`src/rtl/rect_grid_sampler_pkg.sv`:
```
// rect_grid_sampler_pkg: shared frame/rectangle constants, item field layout and slot helpers
package rect_grid_sampler_pkg;
    localparam int RECT_NUMMAX    = 4;
    localparam int OV5640_X       = 640;
    localparam int OV5640_Y       = 480;
    localparam int POSITION_WIDTH = 12;
    localparam int GRID_SIZE      = 8;
    localparam int XMIN_LSB       = 24;
    localparam int YMIN_LSB       = 16;
    localparam int XMAX_LSB       = 8;
    localparam int YMAX_LSB       = 0;

    typedef enum logic [1:0] {IDLE, CAPTURE, DRAIN} state_t;

    typedef struct packed {
        logic [7:0] x_min;
        logic [7:0] y_min;
        logic [7:0] x_max;
        logic [7:0] y_max;
    } rect_t;

    function automatic rect_t get_rect(input logic [31:0] w);
        return '{x_min: w[XMIN_LSB+:8], y_min: w[YMIN_LSB+:8], x_max: w[XMAX_LSB+:8], y_max: w[YMAX_LSB+:8]};
    endfunction

    // A slot must span at least grid_n pixels on both axes (bounds are 4-pixel units, inclusive).
    function automatic logic slot_ok(input rect_t r, input int grid_n);
        return (4 * (int'(r.x_max) - int'(r.x_min)) + 1 >= grid_n) &&
               (4 * (int'(r.y_max) - int'(r.y_min)) + 1 >= grid_n);
    endfunction
endpackage

```
`src/rtl/rect_grid_sampler_grid_buf.sv`:
```
// rect_grid_sampler_grid_buf: simple dual-port sample RAM with 1-cycle registered read
module rect_grid_sampler_grid_buf #(
    parameter int DEPTH = 64,
    parameter int AW    = 6
) (
    input  logic          sys_clk,
    input  logic          we,
    input  logic [AW-1:0] waddr,
    input  logic [15:0]   wdata,
    input  logic          re,
    input  logic [AW-1:0] raddr,
    output logic [15:0]   rd_data
);
    logic [15:0] mem [DEPTH];
    logic [15:0] rd_data_q;

    always_ff @(posedge sys_clk) begin
        if (we) mem[waddr] <= wdata;
        if (re) rd_data_q <= mem[raddr];
    end

    assign rd_data = rd_data_q;
endmodule

```
`src/rtl/rect_grid_sampler.sv`:
```
// rect_grid_sampler: round-robin picks one rectangle per frame, nearest-neighbour samples it
// onto a GRID_N x GRID_N grid and streams the grid out over valid/ready.
module rect_grid_sampler
    import rect_grid_sampler_pkg::*;
#(
    parameter int RECT_NUM = RECT_NUMMAX,
    parameter int GRID_N   = GRID_SIZE,
    parameter int FRM_X    = OV5640_X,
    parameter int FRM_Y    = OV5640_Y,
    parameter int P_W      = POSITION_WIDTH,
    localparam int RW      = RECT_NUM > 1 ? $clog2(RECT_NUM) : 1
) (
    input  logic                sys_clk,
    input  logic                sys_rst_n,
    input  logic [RECT_NUM*32-1:0] i_item,
    input  logic                i_valid,
    input  logic [15:0]         i_data,
    output logic                o_valid,
    input  logic                o_ready,
    output logic [15:0]         o_data,
    output logic                o_last,
    output logic [RW-1:0]       o_rect_idx,
    output logic                o_busy
);
    localparam int GL = $clog2(GRID_N);
    localparam int AB = 2 * GL;
    localparam int DW = P_W + 1;

    state_t          state_q, state_d;
    logic [P_W-1:0]  cnt_x_q, cnt_x_d, cnt_y_q, cnt_y_d;
    logic [RW-1:0]   rr_q, rr_d, sel_q, sel_d, pick, next_sel, o_idx_q, o_idx_d;
    rect_t           rect_q, rect_d, cur;
    logic [DW-1:0]   acc_x_q, acc_x_d, acc_y_q, acc_y_d;
    logic [GL-1:0]   row_q, row_d, col_q, col_d, row_b, col_b;
    logic [AB-1:0]   rd_addr_q, rd_addr_d;
    logic            issued_q, issued_d, dvld_q, dvld_d, dlast_q, dlast_d;
    logic            o_valid_q, o_valid_d, o_last_q, o_last_d;
    logic [15:0]     o_data_q, o_data_d, rd_data;
    logic            found, sof, eof, active, in_rect, xs, ys, col_hit, row_hit;
    logic            hit, we, eol, done, re, load_out, in_drain;
    logic [DW-1:0]   cx, cy, x0, x1, y0, y1, w, h, tx, ty;
    int              s;

    // Round-robin priority search starting at rr_q, evaluated on the live item list.
    always_comb begin
        found = 1'b0;
        pick  = '0;
        s     = 0;
        for (int i = 0; i < RECT_NUM; i++) begin
            s = int'(rr_q) + i;
            if (s >= RECT_NUM) s = s - RECT_NUM;
            if (!found && slot_ok(get_rect(i_item[s*32+:32]), GRID_N)) begin
                found = 1'b1;
                pick  = RW'(s);
            end
        end
    end

    assign sof      = i_valid && cnt_x_q == '0 && cnt_y_q == '0;
    assign eof      = i_valid && cnt_x_q == P_W'(FRM_X - 1) && cnt_y_q == P_W'(FRM_Y - 1);
    assign cur      = state_q == IDLE ? get_rect(i_item[int'(pick)*32+:32]) : rect_q;
    assign active   = i_valid && (state_q == CAPTURE || (state_q == IDLE && sof && found));
    assign cx       = DW'(cnt_x_q);
    assign cy       = DW'(cnt_y_q);
    assign x0       = DW'({cur.x_min, 2'b00});
    assign x1       = DW'({cur.x_max, 2'b00});
    assign y0       = DW'({cur.y_min, 2'b00});
    assign y1       = DW'({cur.y_max, 2'b00});
    assign w        = x1 - x0 + DW'(1);
    assign h        = y1 - y0 + DW'(1);
    assign tx       = acc_x_q + DW'(GRID_N);
    assign ty       = acc_y_q + DW'(GRID_N);
    assign in_rect  = cx >= x0 && cx <= x1 && cy >= y0 && cy <= y1;
    assign xs       = cx == x0;
    assign ys       = cy == y0;
    assign col_hit  = xs || tx >= w;
    assign row_hit  = ys || ty >= h;
    // Grid indices restart from zero whenever a capture begins out of IDLE.
    assign row_b    = state_q == IDLE ? '0 : row_q;
    assign col_b    = state_q == IDLE ? '0 : col_q;
    assign hit      = active && in_rect;
    assign we       = hit && row_hit && col_hit;
    assign eol      = hit && row_hit && cx == x1;
    assign done     = we && row_b == GL'(GRID_N - 1) && col_b == GL'(GRID_N - 1);
    assign next_sel = sel_q == RW'(RECT_NUM - 1) ? '0 : sel_q + RW'(1);
    assign in_drain = state_q == DRAIN;
    assign load_out = dvld_q && (!o_valid_q || o_ready);
    assign re       = in_drain && !issued_q && (!dvld_q || load_out);

    always_comb begin
        state_d = state_q;
        rr_d    = rr_q;
        sel_d   = sel_q;
        rect_d  = rect_q;
        unique case (state_q)
            IDLE: if (sof && found) begin
                state_d = CAPTURE;
                sel_d   = pick;
                rect_d  = cur;
            end
            CAPTURE: if (done || eof) begin
                state_d = done ? DRAIN : IDLE;
                rr_d    = next_sel;
            end
            DRAIN: if (o_valid_q && o_ready && o_last_q) state_d = IDLE;
            default: state_d = IDLE;
        endcase
        cnt_x_d   = !i_valid ? cnt_x_q : cnt_x_q == P_W'(FRM_X - 1) ? '0 : cnt_x_q + P_W'(1);
        cnt_y_d   = !(i_valid && cnt_x_q == P_W'(FRM_X - 1)) ? cnt_y_q :
                    cnt_y_q == P_W'(FRM_Y - 1) ? '0 : cnt_y_q + P_W'(1);
        acc_x_d   = hit ? (xs ? '0 : tx >= w ? tx - w : tx) : acc_x_q;
        acc_y_d   = hit && cx == x1 ? (ys ? '0 : ty >= h ? ty - h : ty) : acc_y_q;
        col_d     = eol ? '0 : we ? col_b + GL'(1) : col_b;
        row_d     = eol ? row_b + GL'(1) : row_b;
        rd_addr_d = !in_drain ? '0 : re ? rd_addr_q + AB'(1) : rd_addr_q;
        issued_d  = in_drain && (issued_q || (re && &rd_addr_q));
        dvld_d    = in_drain && (re || (dvld_q && !load_out));
        dlast_d   = re ? &rd_addr_q : dlast_q;
        o_valid_d = load_out || (o_valid_q && !o_ready);
        o_data_d  = load_out ? rd_data : o_data_q;
        o_last_d  = load_out ? dlast_q : o_last_q;
        o_idx_d   = load_out ? sel_q : o_idx_q;
    end

    always_ff @(posedge sys_clk or negedge sys_rst_n) begin
        if (!sys_rst_n) begin
            state_q   <= IDLE;
            cnt_x_q   <= '0;
            cnt_y_q   <= '0;
            rr_q      <= '0;
            sel_q     <= '0;
            rect_q    <= '0;
            acc_x_q   <= '0;
            acc_y_q   <= '0;
            row_q     <= '0;
            col_q     <= '0;
            rd_addr_q <= '0;
            issued_q  <= 1'b0;
            dvld_q    <= 1'b0;
            dlast_q   <= 1'b0;
            o_valid_q <= 1'b0;
            o_data_q  <= '0;
            o_last_q  <= 1'b0;
            o_idx_q   <= '0;
        end else begin
            state_q   <= state_d;
            cnt_x_q   <= cnt_x_d;
            cnt_y_q   <= cnt_y_d;
            rr_q      <= rr_d;
            sel_q     <= sel_d;
            rect_q    <= rect_d;
            acc_x_q   <= acc_x_d;
            acc_y_q   <= acc_y_d;
            row_q     <= row_d;
            col_q     <= col_d;
            rd_addr_q <= rd_addr_d;
            issued_q  <= issued_d;
            dvld_q    <= dvld_d;
            dlast_q   <= dlast_d;
            o_valid_q <= o_valid_d;
            o_data_q  <= o_data_d;
            o_last_q  <= o_last_d;
            o_idx_q   <= o_idx_d;
        end
    end

    rect_grid_sampler_grid_buf #(.DEPTH(GRID_N * GRID_N), .AW(AB)) u_grid_buf (
        .sys_clk (sys_clk),
        .we      (we),
        .waddr   ({row_b, col_b}),
        .wdata   (i_data),
        .re      (re),
        .raddr   (rd_addr_q),
        .rd_data (rd_data)
    );

    assign o_valid    = o_valid_q;
    assign o_data     = o_data_q;
    assign o_last     = o_last_q;
    assign o_rect_idx = o_idx_q;
    assign o_busy     = state_q != IDLE;
endmodule

```
`config.mk`:
```
export PLATFORM = sky130hd
export DESIGN_NAME = rect_grid_sampler
export DESIGN_NICKNAME = d
export VERILOG_FILES = /design/src/rtl/rect_grid_sampler_pkg.sv /design/src/rtl/rect_grid_sampler_grid_buf.sv /design/src/rtl/rect_grid_sampler.sv
export SDC_FILE = /design/constraint.sdc
export NUM_CORES = 2
export LEC_CHECK = 0
export BUFFER_PORTS_ARGS = -buffer_cell sky130_fd_sc_hd__buf_2
export CAP_MARGIN = 25
export CORE_UTILIZATION = 60
export DETAILED_ROUTE_END_ITERATION = 8
export HOLD_SLACK_MARGIN = 0.08
export PLACE_DENSITY = 0.77
export SYNTH_ARGS = -nofsm -noshare
export SYNTH_HDL_FRONTEND = slang
export SYNTH_SLANG_ARGS = --single-unit
```
`constraint.sdc`:
```
create_clock -name sys_clk -period 15 [get_ports sys_clk]
set_input_delay 4.5 -clock sys_clk [delete_from_list [all_inputs] [get_ports sys_clk]]
set_output_delay 4.5 -clock sys_clk [all_outputs]
set_load 0.005 [all_outputs]
```
## Yosys cells after proc, flatten, opt, wreduce, memory -nomap -nowiden

Memories as Yosys holds them, arrays and structs flattened. A register that Yosys moved wholly into a read port is not among the register bits.
Index checks and enable logic that the tools add are counted.

| storage, ports and cells | value |
|---|---|
| register bits after elaboration | 123 |
| RAM bits | 1024 |
| input bits | 148 |
| output and inout port bits | 21 |
| word-level logic and storage cells | 190 |
| memories | 1 |

| cells by class | value |
|---|---|
| $add $sub $neg | 37 |
| magnitude comparators | 18 |
| equality and inequality tests | 14 |
| shift-type cells | 5 |
| muxes and demuxes | 34 |
| reduce and logical (&&, ||, !) cells | 60 |

Memory list:

| name | words | bits a word | rd ports | clocked after Yosys merged registers in | write ports | line | text |
|---|---|---|---|---|---|---|---|
| u_grid_buf.mem | 64 | 16 | 1 | 1 | 1 | rect_grid_sampler_grid_buf.sv:14 | `logic [15:0] mem [DEPTH];` |

Operators with widths:

| operator | number |
|---|---|
| 128-bit by 32-bit indexed part select with 32-bit output | 4 |
| 128-bit by 8-bit indexed part select with 32-bit output | 1 |
| 11-bit by 2-bit adder with 12-bit output, second input constant | 10 |
| 27-bit 2-to-1 mux | 4 |
| 12-bit by 5-bit >= comparator with 1-bit output, second input constant | 8 |
| 8-bit by 8-bit subtractor with 9-bit output | 8 |
| 13-bit 2-to-1 mux | 4 |
| 12-bit by 10-bit equality test with 1-bit output | 3 |
| 1-bit logical AND | 35 |
| 32-bit 2-to-1 mux | 1 |
| 13-bit by 4-bit adder with 13-bit output, second input constant | 2 |
| 13-bit >= comparator | 2 |
| 13-bit subtractor | 2 |
| 12-bit by 1-bit adder with 12-bit output, second input constant | 2 |
| 12-bit by 10-bit >= comparator with 1-bit output | 2 |
| 12-bit by 10-bit <= comparator with 1-bit output | 2 |
| 12-bit logical NOT | 2 |
| 12-bit 2-to-1 mux | 2 |
| 10-bit by 10-bit subtractor with 11-bit output | 2 |
| 2-bit 2-to-1 mux | 9 |
| 3-bit 2-to-1 mux | 5 |
| 12-bit by 10-bit equality test with 1-bit output, second input constant | 1 |
| 12-bit by 9-bit equality test with 1-bit output, second input constant | 1 |
| 6-bit 2-to-1 mux | 2 |
| 23 further kinds | 54 |

## Logic depth before layout (Yosys ltp)

| depth | value |
|---|---|
| depth in word-level cells | 31 |
| gate-level depth with buffers | 51 |
| depth with buffers taken out | 42 |

## Cells and area by module

Synthesis repeated with hierarchy kept, for this count alone.

| unflattened totals | value |
|---|---|
| cells, all modules | 3649 |
| area, all modules | 56570.5 um2 |

Modules (own cells, without submodules):

| module | instances | cells an instance | area an instance (um2) | sequential area each (um2) |
|---|---|---|---|---|
| rect_grid_sampler_grid_buf | 1 | 1829 | 40202.3 | 31230.0 |
| rect_grid_sampler | 1 | 1820 | 16368.2 | 3078.0 |

## Worst setup path before layout

No wires, ideal clock.

| timing path | value |
|---|---|
| path kind | input -> register |
| start point | input i_item[74] |
| end point | memory u_grid_buf.mem[0][0], enable pin |
| setup time | 0.436 ns |
| arrival time | 14.645 ns |
| required time | 14.564 ns |
| path slack | -0.081 ns |
| cell stages on the path | 40 |
| buffers on the path | 5 |
| cells stage by stage | mux4_2 -> and2_1 -> ha_1 -> nor2b_1 -> o311ai_0 -> nand2_1 -> a211o_1 -> a2111oi_0 -> or3_1 -> buf_2 -> nand2_1 -> or3b_2 -> nand2_1 -> buf_1 -> clkbuf_1 -> buf_1 -> mux2i_1 -> nor2_1 -> [4 not listed] -> nor2b_1 -> o21ai_0 -> a21oi_1 -> nand2b_1 -> ha_1 -> a21boi_0 -> o21ai_0 -> a21boi_0 -> o21ai_0 -> a21boi_0 -> o21ai_0 -> a21boi_0 -> o21ai_0 -> nand2_1 -> or2_2 -> clkbuf_1 -> nand4_1 -> nor4b_1 |

| between the ends | value |
|---|---|
| cells in the longest elaborated chain, start to end | 26 |
| elaborated cells between the ends (all ways) | 61 |
| classes of those cells | add/sub (12); order compare (10); eq/ne (2); shift (5); mux (11); reduce/logical (21) |

Ends and longest elaborated chain:

| element | line | text |
|---|---|---|
| start: declaration | rect_grid_sampler.sv:15 | `input logic [RECT_NUM*32-1:0] i_item,` |
| branches (longest 23 deep; another with 11-bit by 2-bit adder with 12-bit output) | -- |  |
| 1-bit logical AND (*) | rect_grid_sampler.sv:82 | `assign we = hit && row_hit && col_hit;` |
| 1-bit 2-to-1 mux (*) | rect_grid_sampler_grid_buf.sv:18 | `if (we) mem[waddr] <= wdata;` |
| 1-bit 2-to-1 mux (not written as such) (*) | rect_grid_sampler_grid_buf.sv:18 |  |
| end: declaration | rect_grid_sampler_grid_buf.sv:14 |  |

Every way passes the cells marked *.

==> results.md <==
* Startpoint types: primary input
* Vias at 34700
* Crit path kind: in2reg
* Placer Congestion at 0.988
* Core area at 0.0921 mm2
* Maximum vdd drop at 0.117 mV
* Post-CTS setup repair buffer count at 0
* P&R area growth vs syn at 12.1%
* Top cell type's share of synthesized area at 55.7%
* DRT antenna net count at 0
* Slew @ Worst Pin at 1.11 ns
* Outcome: finished, final reports clean
* Sequential element share of the synthesized area at 61.2%
* Die Span Y at 308 um
* Crit path buffers/inverters at 5
* Minimum clock period at 13.96 ns
* Hold Crit Class: reg2reg
* Clock root buffer: clkbuf_16
* CP arrival at 14.33 ns
* Power per cell area at 112 mW/mm2
* Worst skew pair latency at 0.69 ns
* Pins Over Slew Limit at 0
* TritonCTS Buffers at 109
* CTS Sinks at 1163
* Static leakage at 0.0212 uW
* FMAX at 0.0716 GHz
* #FFs+latches synth at 1163
* Via density at 6.85
* Setup TNS Final at 0 ns
* Ys async rst share at 10.6%
* Critical Path End Type: flip-flop
* Total I/O pin count at 169
* Period utilization at 93.1%
* Cell family with the largest share of critical-path delay: compound AO/OA/AOI/OAI gates
* Site row count at 111
* Post-synth EDFFs at 1040
* Mapped Cells at 3517
* Worst-path clk slew at 0.06 ns
* PostCTS Resize Cnt at 0
* NumNets Final at 4037
* First-pass GRT wire length at 227000 um
* Vias in the first global route at 34700
* Grt total ovfl at 0
* Largest net degree at the start of global routing at 159
* Die area at 0.0946 mm2
* Slowest-stage cell, CP: nor3_2
* FF-to-FF setup slack at 2.49 ns
* Number of port buffers at 168
* Ranking of synthesized cells by area: edfxtp_1 (56%), mux4_2 (16%), dfrtp_1 (5.5%)
* Hold_buf cts at 0
* Max Clock Skew at 0.0352 ns
* Tot GR Track Use at 33.2%
* Slew HR at 25.9%
* Filler Cell Count at 5896
* Hpwl dp at 96000 um
* First-pass DRT Iterations at 6
* Die W at 308 um
* Share of layout cells above drive strength 1 at 27.3%
* Synthesized area at 0.0560 mm2
* Slowest stage delay, CP at 0.88 ns
* Initial antenna violation count at 4
* Unique masters post-synth at 92
* Routed WL per cell at 30.8 um
* Most area-hungry cell type in the Yosys netlist: edfxtp_1
* WP data required at 15.37 ns
* Initial DRC Count at 4232
* TritonCTS clock tree: yes
* Longest Clk Path Bufs at 3
* Htree depth at 3
* Setup violations, final at 0
* Number of max-cap violations at 0
* CP dominant cell by count: o21ai_0
* RSZ-0062 raised after global routing: false
* Avg Synthesized Cell Area at 15.9 um2
* Crit Path Max Fanout at 36
* DRC Markers at 0
* Yosys synthesis warning count at 0
* Final Hold Vio Count at 0
* Starting Density at 60.9%
* Final WL at 156000 um
* Syn_nets at 3815
* Synth Flop Type: edfxtp_1
* Fin Hold WS at 0.479 ns
## where the power goes
| part | total [uW] | switching (uW) | internal [uW] |
|---|---|---|---|
| clock | 2710 | 1220 | 1490 |
| sequential | 3550 | 12.8 | 3530 |
| combinational | 778 | 465 | 313 |
## Yosys cell counts (all sizes together) (32+ instances only)
master and number:
a21oi 134, ha 141, nand2 207, dfrtp 123, and2 38, o21ai 134, mux2 71, mux2i 92
mux4 410, edfxtp 1040, buf 59, nand3 39, xnor2 53, inv 110, nor2b 32, nor2 162
clkbuf 132, nor3 98, nand2b 34
## worst reg2reg max path, delay by kind of cell (launching register included)
kind	cells	cell delay [ns]
flip-flops	1	1.01
multiplexers	2	0.90
adder cells (fa/ha/maj)	4	1.85
buffers and inverters	6	2.05
AO/OA/AOI/OAI	15	3.33
AND/OR/NAND/NOR	12	3.07
## sequential cells by signal, summed over array words and instances, names as in the netlist, 3 cells and up
register / count
cnt_x_q: 12
u_grid_buf.mem: 1024
rd_addr_q: 6
u_grid_buf.rd_data: 16
acc_y_q: 13
rect_q: 32
o_data: 16
cnt_y_q: 12
acc_x_q: 13
col_q: 3
row_q: 3
## worst paths after layout
| kind | startpoint | end | cells after the start |
|---|---|---|---|
| setup reg to reg | rr_q[0] | u_grid_buf.mem[61][13] | 39 |
| hold / removal | rect_q[10] | rect_q[10] | 2 |
| min in group asynchronous | sys_rst_n | acc_x_q[10] | 1 |
| setup / recovery | i_item[74] | u_grid_buf.mem[61][13] | 37 |
| hold reg to reg | rect_q[10] | rect_q[10] | 2 |
| max in group asynchronous | sys_rst_n | cnt_x_q[0] | 3 |
## cells by family after synthesis
logic type / share of synthesized area (%)
buffers and inverters: 2.09
xor gates and xnor gates: 1.30
and+or+nand+nor: 6.48
AOI/OAI and AO/OA: 5.84
DFF: 61.2
muxes: 19.6
adders and majority gates: 3.51
## per-stage QoR
step                      setup slack (ns)  utilization (%)  std cells  area, um2  power, uW
after detailed placement             0.525             64.3       4866      59200       4370
after global placement               0.748             64.1       4854      59000       4360
after CTS                             1.10             68.1       5066      62700       7040
final                                 1.04             68.2       5073      62800       7030
after floorplan                      0.310                -       3517      56000       4130
after global routing                 0.243             68.2       5072      62800       7240
## cells in the final DEF, fill, tap and decap left out, types with 27 or more instances in the layout
master / netlist / layout
a21oi_1: 134 / 133
nor3_2: 0 / 63
and2_1: 36 / 36
mux2i_1: 92 / 92
mux4_2: 410 / 410
mux2_2: 67 / 67
buf_4: 5 / 113
ha_1: 141 / 140
nor2b_1: 32 / 31
nand2b_1: 33 / 33
nand3_1: 39 / 39
edfxtp_1: 1040 / 1040
o21ai_0: 120 / 120
nand4_1: 27 / 27
inv_1: 109 / 109
clkbuf_16: 0 / 111
xnor2_1: 53 / 53
nor3_1: 98 / 35
dfrtp_1: 123 / 117
buf_2: 9 / 167
nor2_1: 162 / 162
nand2_1: 207 / 206
xor2_1: 30 / 30
## per-layer routing
layer | global-route usage [%] | vias up | part of all wire [%]
met1 | 41.5 | 17600 | 35
met5 | 0 | - | 0.026
met2 | 55.1 | 2222 | 50
li1 | - | 14500 | -
met3 | 6.01 | 460 | 9.0
met4 | 18.3 | 6 | 6.0
## cell type report
| cell class | count | area [um2] | share of cell area (%) |
|---|---|---|---|
| clock inverters | 63 | 549 | 0.874 |
| repair buffers | 302 | 2110 | 3.36 |
| multi-input cells | 2051 | 20900 | 33.3 |
| flip-flops and latches | 1163 | 34300 | 54.6 |
| inverters | 112 | 425 | 0.677 |
| clock buffers | 137 | 2920 | 4.65 |
| diodes | 2 | 5.00 | 0.00797 |
| well taps | 1243 | 1560 | 2.48 |
Note: power is estimated with default switching activity, not from simulation.
